## src/rtl/nibble_serial_add_ctrl.sv

```systemverilog
// Sequences a WIDTH-bit add/subtract through one external 4-bit adder slice, LSB nibble first.
// Optional NSADD_ZERO_BYPASS_EN: trivial operands skip the nibble loop and complete one edge after accept.
module nibble_serial_add_ctrl #(
  parameter int unsigned WIDTH = 16
) (
  input  logic             clk,
  input  logic             rst_n,
  input  logic             in_valid,
  output logic             in_ready,
  input  logic [WIDTH-1:0] a_i,
  input  logic [WIDTH-1:0] b_i,
  input  logic             op_i,
  input  logic             ci_i,
  output logic             out_valid,
  input  logic             out_ready,
  output logic [WIDTH-1:0] sum_o,
  output logic             cout_o,
  output logic             busy_o,
  output logic [3:0]       add_a,
  output logic [3:0]       add_b,
  output logic             add_ci,
  input  logic [3:0]       add_s,
  input  logic             add_co
);

  localparam int unsigned NIB = WIDTH / 4;
  localparam int unsigned SW  = (NIB > 1) ? $clog2(NIB) : 1;

  typedef enum logic [1:0] {IDLE, RUN, DONE} state_t;

  state_t           state, state_nxt;
  logic [SW-1:0]    step;
  logic [SW+1:0]    nib_idx;
  logic             carry;
  logic [WIDTH-1:0] a_reg, b_reg, sum_reg, sum_nxt;
  logic             accept, last, bypass;
  logic [WIDTH-1:0] byp_sum;
  logic             byp_cout;

  assign nib_idx = {step, 2'b00};
  assign last    = (step == SW'(NIB - 1));
  assign accept  = in_valid & in_ready;

`ifdef NSADD_ZERO_BYPASS_EN
  // Operands whose result needs no carry propagation are resolved at accept
  always_comb begin
    bypass   = 1'b0;
    byp_sum  = a_i | b_i;
    byp_cout = 1'b0;
    if (op_i) begin
      if (b_i == '0) begin
        bypass   = 1'b1;
        byp_sum  = a_i;
        byp_cout = 1'b1;
      end
    end else if (!ci_i && ((a_i == '0) || (b_i == '0))) begin
      bypass = 1'b1;
    end
  end
`else
  assign bypass   = 1'b0;
  assign byp_sum  = '0;
  assign byp_cout = 1'b0;
`endif

  // Running sum with the current slice result merged into its nibble
  always_comb begin
    sum_nxt              = sum_reg;
    sum_nxt[nib_idx +: 4] = add_s;
  end

  always_ff @(posedge clk or negedge rst_n) begin
    if (!rst_n) state <= IDLE;
    else        state <= state_nxt;
  end

  always_comb begin
    state_nxt = state;
    in_ready  = 1'b0;
    add_a     = '0;
    add_b     = '0;
    add_ci    = 1'b0;
    case (state)
      IDLE: begin
        in_ready = 1'b1;
        if (in_valid) state_nxt = bypass ? DONE : RUN;
      end
      RUN: begin
        add_a  = a_reg[nib_idx +: 4];
        add_b  = b_reg[nib_idx +: 4];
        add_ci = carry;
        if (last) state_nxt = DONE;
      end
      DONE: begin
        in_ready = out_ready;
        if (out_ready) begin
          if (in_valid) state_nxt = bypass ? DONE : RUN;
          else          state_nxt = IDLE;
        end
      end
      default: state_nxt = IDLE;
    endcase
  end

  // Status flags follow the next state so they are registered
  always_ff @(posedge clk or negedge rst_n) begin
    if (!rst_n) begin
      out_valid <= 1'b0;
      busy_o    <= 1'b0;
    end else begin
      out_valid <= (state_nxt == DONE);
      busy_o    <= (state_nxt != IDLE);
    end
  end

  always_ff @(posedge clk or negedge rst_n) begin
    if (!rst_n) begin
      a_reg   <= '0;
      b_reg   <= '0;
      sum_reg <= '0;
      carry   <= 1'b0;
      step    <= '0;
      sum_o   <= '0;
      cout_o  <= 1'b0;
    end else if (accept) begin
      a_reg <= a_i;
      b_reg <= op_i ? ~b_i : b_i;
      carry <= op_i | ci_i;
      step  <= '0;
      if (bypass) begin
        sum_o  <= byp_sum;
        cout_o <= byp_cout;
      end
    end else if (state == RUN) begin
      sum_reg <= sum_nxt;
      carry   <= add_co;
      step    <= step + SW'(1);
      if (last) begin
        sum_o  <= sum_nxt;
        cout_o <= add_co;
      end
    end
  end

endmodule

```

## config.mk

```make
export PLATFORM = sky130hd
export DESIGN_NAME = nibble_serial_add_ctrl
export DESIGN_NICKNAME = d
export VERILOG_FILES = /design/src/rtl/nibble_serial_add_ctrl.sv
export SDC_FILE = /design/constraint.sdc
export NUM_CORES = 1
export LEC_CHECK = 0
export ABC_AREA = 1
export BUFFER_PORTS_ARGS = -buffer_cell sky130_fd_sc_hd__buf_2
export CORE_MARGIN = 3
export CORE_UTILIZATION = 50
export DETAILED_ROUTE_END_ITERATION = 7
export PLACE_DENSITY = 0.77
export SETUP_SLACK_MARGIN = 0.15
export SLEW_MARGIN = 20
export SYNTH_ARGS = -nofsm -noshare
export SYNTH_HDL_FRONTEND = slang
export SYNTH_SLANG_ARGS = --single-unit
export TNS_END_PERCENT = 100
```

## constraint.sdc

```tcl
create_clock -name clk -period 1.75 [get_ports clk]
set_input_delay 0.35 -clock clk [delete_from_list [all_inputs] [get_ports clk]]
set_output_delay 0.35 -clock clk [all_outputs]
set_load 0.01 [all_outputs]
```

==> summary.md, run 1 <==
The run finished, with violations left. The final reports fail on setup timing. Setup repair after global routing could not meet its margin everywhere. During placement, the flow inserted port buffers numbering 71. TritonCTS built the clock tree. The wire length after detailed routing is 8190 um, and the final setup violation count is 8. The number of nets in the final layout is 601, and the largest net degree at the start of global routing is 73.

The logs give 0 for the max-capacitance violation count and -395 ps for the setup TNS. The share of flip-flops with an asynchronous set or reset is 100%. The detail route stage leaves a number of antenna-violating nets equal to 0.

The cell-internal power is 4.53 mW. The setup path with the least slack is of type reg -> out. The count of TritonRoute iterations in the first routing pass is 4.

The routed design could run at a clock period as short as 1810 ps. At the worst endpoint, the required time is 1400 ps. Of the cells placed in the final design, the portion with a size suffix greater than 1 is 23.7%. In the final routed layout, each cell accounts on average for 12.5 um. The via count was 3165; the post-route clock period utilization was 103%. In this run, the combinational gates consume 48.0% of the power. Non-filler instance count after layout: 653. The number of antenna violations at the first check in global routing was 0; the CTS H-tree depth was 3.

Buffer type at the clock tree root: sky130_fd_sc_hd__clkbuf_8. The number of max-slew violations in the final report is 0, and the die boundary height is 90.5 um. The clock tree buffer depth was 2. Per report_power, the sequential group accounts for 35.2% of the total.

The number of DRC markers after the initial detailed-route iteration was 118; the area share of the leading cell type in the synthesized netlist was 50.5%. For the post-synthesis sequential area ratio, the log shows 50.5%. The critical path capture point type is an output port.

The instance count of the mapped netlist is 471. The die is 90.5 um wide. After layout, the design draws a total of 7.73 mW. For this run, design rule violations remaining after detail routing come to 0.

The worst path setup slack after routing is -59.4 ps. For this configuration, the core starts out at a cell density of 52.0%. Net switching is 41.4% of the power.

The vias per cell came out at 4.85. For this run the aggregate overflow at the end of global routing stands at 0. Dividing the synthesized area by the synthesized cell count gives 7.58 um2.

Pin placement for this block handled 72 I/O pins. After legalization and detailed placement, the total HPWL measured 5630 um. In this run the power density over the cells is 1740 nW/um2. The most used flip-flop cell after synthesis was sky130_fd_sc_hd__dfrtp_1.

In this run the power spent charging and discharging nets is 3.20 mW. In this run, synthesis inferred 0 flip-flops with an integrated enable. The cell leakage power was 2.47 nW; the flip-flop and latch count after synthesis was 72. The number of nets handed over by synthesis was 520. The most repeated cell in the gate-level netlist after synthesis is sky130_fd_sc_hd__nand2_1. The antenna diode count came out at 0.

After clock tree synthesis, the clock-pin slew on the worst setup and hold paths is 70 ps. Synthesis instantiated 24 different standard cells from the library. The first global-routing pass estimated 13800 um of wire.

Die footprint: 8190 um2. The run gives 0.785 mV as the worst voltage drop across the vdd grid. Ranked by instance count, the synthesized netlist is headed by 221 x sky130_fd_sc_hd__nand2_1, 72 x sky130_fd_sc_hd__dfrtp_1, 48 x sky130_fd_sc_hd__nor2_1.

sky130_fd_sc_hd__dfrtp_1 takes more of the synthesized area than any other cell. The number of instances in the placed design was 629; the final RePlAce weighted congestion was 0.877. In the post-synthesis netlist, the biggest area contributors are sky130_fd_sc_hd__dfrtp_1 50%, sky130_fd_sc_hd__nand2_1 23%, sky130_fd_sc_hd__nor2_1 5.0%. In this run the worst hold path is classified as in -> async. In this run the core area contains 30 standard-cell rows.

Post-synthesis to final-layout area growth: 24.6%. Core outline area: 6870 um2. The hold violation total from the final report came out at 0.

The tree built by TritonCTS fans out to 72 sinks. The number of clock buffers inserted by TritonCTS is 9. The count of synthesis-stage warnings from yosys was 0.

Global routing used 20.8% of the available tracks. For the pin with the worst max-slew slack, the measured transition is 446 ps. The run gives 3142 as the via count of the first global-routing pass. The logs give 12.5 ps for the final setup skew and 16.8% for the relative contribution of the clock network to total power. The data arrival time of the critical path is 1460 ps, and the top achievable clock speed is 0.553 GHz.

The maximum fanout along the worst path came out at 9. The worst setup path is launched from a register. The post-synth design cell area is 3570 um2, and the normalized max-slew margin is 70.3%. For the clock insertion delay at the later pin of the skew report, the log shows 350 ps.
## per-layer routing
metal,track usage (%),vias to the layer above,part of all wire [%],wire length [um]
met5,0,-,0,0
met4,5.87,0,1.5,125
met1,23.7,1462,42,3470
li1,-,1598,-,-
met2,37.5,95,50,4090
met3,6.08,10,6.2,510
## area by class of cell
class | instances | area (um2)
Clock buffer | 11 | 141
Clock inverter | 5 | 56.3
Fill cell | 622 | 2420
Inverter | 29 | 115
Multi-Input combinational cell | 350 | 1620
Sequential cell | 72 | 1800
Tap cell | 96 | 120
Timing Repair Buffer | 90 | 589
## path summary, 6_finish.rpt
kind | from | end | slack [ps] | depth (start not counted)
worst max-delay path | step[0]$_DFFE_PN0P_ | add_a[0] | -60 | 5
worst min-delay path | rst_n | sum_o[15]$_DFFE_PN0P_ | 20 | 2
worst max register to register | step[1]$_DFFE_PN0P_ | sum_reg[5]$_DFFE_PN0P_ | 160 | 9
worst min register to register | sum_o[12]$_DFFE_PN0P_ | sum_o[12]$_DFFE_PN0P_ | 470 | 2
max in group asynchronous | rst_n | step[0]$_DFFE_PN0P_ | 1390 | 2
min in group clk | a_i[0] | a_reg[0]$_DFFE_PN0P_ | 190 | 3
## kinds of logic (layout without fill, tap and decap cells)
group	after synthesis	count (layout)	synth area share, %
flip-flops	72	72	50.5
AND/OR/NAND/NOR	286	287	31.3
buffers and inverters	50	135	6.34
adder cells (fa/ha/maj)	6	6	2.10
XOR/XNOR	16	16	3.93
AO/OA/AOI/OAI	41	41	5.85
## metrics by stage
step	utilization (%)	setup slack [ps]	cell area (um2)	hold WS [ps]
finish	64.8	-59.4	4450	17.7
global route	64.8	-177	4450	41.4
CTS	62.3	-73.4	4280	29.0
detailed placement	59.0	189	4050	405
global placement	59.0	231	4050	405
floorplan	-	156	3590	54.4
## cells in the final DEF, fill, tap and decap left out, types with 7 or more instances in the layout
cell	n
sky130_fd_sc_hd__a21oi_1	7
sky130_fd_sc_hd__buf_2	69
sky130_fd_sc_hd__buf_4	11
sky130_fd_sc_hd__clkbuf_8	10
sky130_fd_sc_hd__dfrtp_1	70
sky130_fd_sc_hd__inv_1	23
sky130_fd_sc_hd__nand2_1	220
sky130_fd_sc_hd__nor2_1	41
sky130_fd_sc_hd__o21ai_0	20
sky130_fd_sc_hd__o21ai_1	12
sky130_fd_sc_hd__xnor2_1	16
## critical path, cell delays in order (launching register included)
cell and delay (ps):
sky130_fd_sc_hd__dfrtp_2 470, sky130_fd_sc_hd__inv_4 130, sky130_fd_sc_hd__buf_6 150, sky130_fd_sc_hd__o21ai_0 90, sky130_fd_sc_hd__a21oi_1 130, sky130_fd_sc_hd__buf_2 150
## power by group through the flow
| stage | clock [mW] | combinational (mW) | sequential [mW] |
|---|---|---|---|
| finish | 1.30 | 3.71 | 2.72 |
| global route | 1.40 | 4.20 | 2.80 |
| global placement | 0 | 3.15 | 2.68 |
| detailed placement | 0 | 3.22 | 2.70 |
| CTS | 1.34 | 3.30 | 2.70 |
| floorplan | 0 | 2.21 | 2.70 |
## timing repair
| action | 4_1_cts | 5_1_grt |
|---|---|---|
| setup buffers | 0 | 6 |
| hold buffers | 0 | 0 |
| gates resized for setup | 13 | 19 |
| gates cloned | 0 | 2 |
| endpoints found under the setup margin | 9 | 36 |
Power figures use the tool's default switching activity.
==> inputs of run 2 (changes only) <==
--- a/config.mk
+++ b/config.mk
@@ -10,7 +10,7 @@
 export CORE_MARGIN = 3
 export CORE_UTILIZATION = 50
 export DETAILED_ROUTE_END_ITERATION = 7
-export PLACE_DENSITY = 0.77
+export PLACE_DENSITY = 0.87
 export SETUP_SLACK_MARGIN = 0.15
 export SLEW_MARGIN = 20
 export SYNTH_ARGS = -nofsm -noshare
==> run 2 against run 1 <==
The run still ends with setup timing left. Core utilization is 0.66 points lower. Cell count decreased by 0.46%. First-iteration DRC count up 37%. Combinational power hardly changed. Largest power group unchanged.
==> summary.md, run 2 (synthesized netlist as in run 1, its figures left out) <==
The run finished, with violations left. The checks that failed: setup timing. In this run the remaining antenna-violating nets after routing total 0. Setup violations remaining at the end of the flow were counted as 11. Of the cells placed in the final design, the portion with a size suffix greater than 1 is 24.2%. In the final design database the tool counted 600 nets.

The detailed-route wire length per cell came out at 12.8 um. Number of max-slew violations in the final report: 0. On the final layout, the worst hold slack is 194 ps. The worst register-to-register path begins at step[0]$_DFFE_PN0P_.

The startpoint of the most critical hold path is a_i[13]. Clock tree buffer depth: 2. For the number of placed I/O pins, the log shows 72. The vias per cell was 4.88; the final RePlAce weighted congestion was 0.957. The analysis attributes to cell leakage a power of 2.44 nW. The logs give 593 for the number of filler cells placed in the layout and 0 for the number of antenna violations at the first check in global routing. The hold violation total from the final report was 0. Of the total power, the clock network draws 14.5%. The run gives 36.5% as the proportion of power drawn by flip-flops and latches. The tools report the critical register-to-register path endpoint as sum_reg[4]$_DFFE_PN0P_. TritonCTS built the clock tree. Depth of the worst register-to-register path: 10.

The setup slack on the worst flop-to-flop path is -10 ps. The worst setup path is launched from a register. The root buffer cell chosen for the clock tree is sky130_fd_sc_hd__clkbuf_8. The tool flagged a number of max-cap violations equal to 0.

The transition time at the pin with the least slew margin is 461 ps, and the die boundary height is 90.5 um. The path category of the worst min-delay check is in -> reg. Wire length after detailed routing: 8350 um. The top achievable clock speed is 0.527 GHz. The logs give 9 for the number of clock buffers inserted by TritonCTS and 30 for the standard-cell row count. By startpoint and endpoint, the worst setup path is classified as reg -> out. Leaving out fill and tap cells, the most frequent cell in the layout is sky130_fd_sc_hd__nand2_1. Global routing used 21.4% of the available tracks across all layers.

Once the floorplan was initialized, standard cells occupied 52.0% of the core. The floorplan step defined a core boundary enclosing 6870 um2. The clock net in this run drives a total of 72 sinks. In the layout the commonest cells are 219 x sky130_fd_sc_hd__nand2_1, 70 x sky130_fd_sc_hd__dfrtp_1, 70 x sky130_fd_sc_hd__buf_2. The internal power of the cells totals 4.31 mW. The H-tree was split into 3 levels. VDD sags by at most 0.972 mV. The maximum fanout along the worst path is 12, and the post-CTS clock slew at the launch and capture registers of the worst setup and hold paths is 70 ps. Net switching is 42.9% of the power. Measured against its own limit, the worst slew margin works out to 69.3%. The post-synthesis to final-layout area growth came out at 23.3%.

Proportion of power drawn by combinational gates: 48.9%. The worst path setup slack after routing was -148 ps; the residual overflow from global routing was 0. The final setup skew came out at 5.36 ps. The first global-routing pass estimated 14000 um of wire.

The later pin in the worst-skew pair is clocked with a latency of 350 ps. The worst endpoint required time came out at 1400 ps. The first detailed-routing pass ran for 4 iterations.

For the final routed database, the setup TNS stands at -752 ps. The wire-length estimate of the detail-placed layout is 6040 um. The die footprint was 8190 um2; the DRC violation count after routing was 0. The number of DRC markers after the initial detailed-route iteration was 162; the via count was 3175. The port buffer count works out to 71. For this design the ratio of total power to cell area is 1710 nW/um2. Entering global routing, the biggest net connects 49 pins.

Data arrives at the worst endpoint at 1550 ps. In this run the power spent charging and discharging nets is 3.24 mW. The via count of the first global-routing pass is 3173. STA classifies the critical path endpoint as an output port.

The post-route minimum period works out to 1900 ps. Measured along the x axis, the die boundary spans 90.5 um. The number of cells on the worst hold path is 3. Launching instance or port of the critical path: step[0]$_DFFE_PN0P_. Dividing the final minimum period by the clock period gives 108%. The end of the worst hold path is a_reg[13]$_DFFE_PN0P_. For the antenna diode count, the log shows 0. Setup repair after global routing could not meet its margin everywhere.
[run 2: cell types whose count changed in the layout (fill, tap and decap cells not counted), moves of 2 or more]
| cell | previous run | this run |
|---|---|---|
| sky130_fd_sc_hd__inv_1 | 23 | 20 |
| sky130_fd_sc_hd__clkbuf_1 | 1 | 3 |
| sky130_fd_sc_hd__inv_2 | 3 | 6 |
| sky130_fd_sc_hd__a21oi_1 | 7 | 3 |
| sky130_fd_sc_hd__a21oi_2 | 1 | 5 |
[run 2: area by class of cell]
type | instances | area (um2) | share of cell area (%)
Clock inverter | 1 | 5.00 | 0.114
Tap cell | 96 | 120 | 2.73
Multi-Input combinational cell | 349 | 1620 | 36.9
Inverter | 29 | 115 | 2.61
Clock buffer | 13 | 149 | 3.38
Timing Repair Buffer | 90 | 586 | 13.3
Sequential cell | 72 | 1800 | 41.0
[run 2: worst max-delay path by stage]
| stage | end | slack [ps] |
|---|---|---|
| finish | add_a[0] | -150 |
| detailed placement | add_a[0] | 180 |
| CTS | add_a[2] | -70 |
| global route | add_a[2] | -210 |
| global placement | add_a[1] | 190 |
| floorplan | sum_reg[10]$_DFFE_PN0P_ | 160 |
[run 2: critical path: stages (launching register included)]
cell                      delay, ps
sky130_fd_sc_hd__dfrtp_2        470
sky130_fd_sc_hd__buf_12         160
sky130_fd_sc_hd__nor2_1          50
sky130_fd_sc_hd__nor2_1         100
sky130_fd_sc_hd__o21ai_1        100
sky130_fd_sc_hd__a21oi_2        170
sky130_fd_sc_hd__buf_2          150
[run 2: metal layers]
layer  GRT usage (%)  share of wire, %  vias to the layer above
met4            6.63               2.1                        0
met5               0                 0                        -
met2            38.9                51                       99
met1            24.4                41                     1462
li1                -                 -                     1597
met3            5.42               5.5                       17
[run 2: stage by stage]
step / total power [mW] / util (%) / setup slack [ps] / instances / cell area (um2)
floorplan: 4.91 / - / 156 / 471 / 3590
global placement: 5.79 / 59.3 / 190 / 630 / 4070
detailed placement: 5.93 / 59.3 / 181 / 630 / 4070
CTS: 7.33 / 62.9 / -73.6 / 648 / 4320
global route: 8.20 / 64.1 / -214 / 650 / 4400
finish: 7.54 / 64.1 / -148 / 650 / 4400
[run 2: repair_timing]
action                                 4_1_cts  5_1_grt
setup endpoints to repair                   10       43
endpoints found under the hold margin       15        0
pin swaps                                    4        4
resized for setup                           27       13
hold buffers                                 1        0
cloned                                       0        1
buffers inserted                             3        1
[run 2: power groups by stage]
stage          Clock, mW  Combinational (mW)  Sequential [mW]
6_report            1.10                3.69             2.76
5_1_grt             1.19                4.17             2.83
4_1_cts             1.12                3.48             2.72
3_5_place_dp           0                3.21             2.72
3_3_place_gp           0                3.11             2.68
2_1_floorplan          0                2.21             2.70
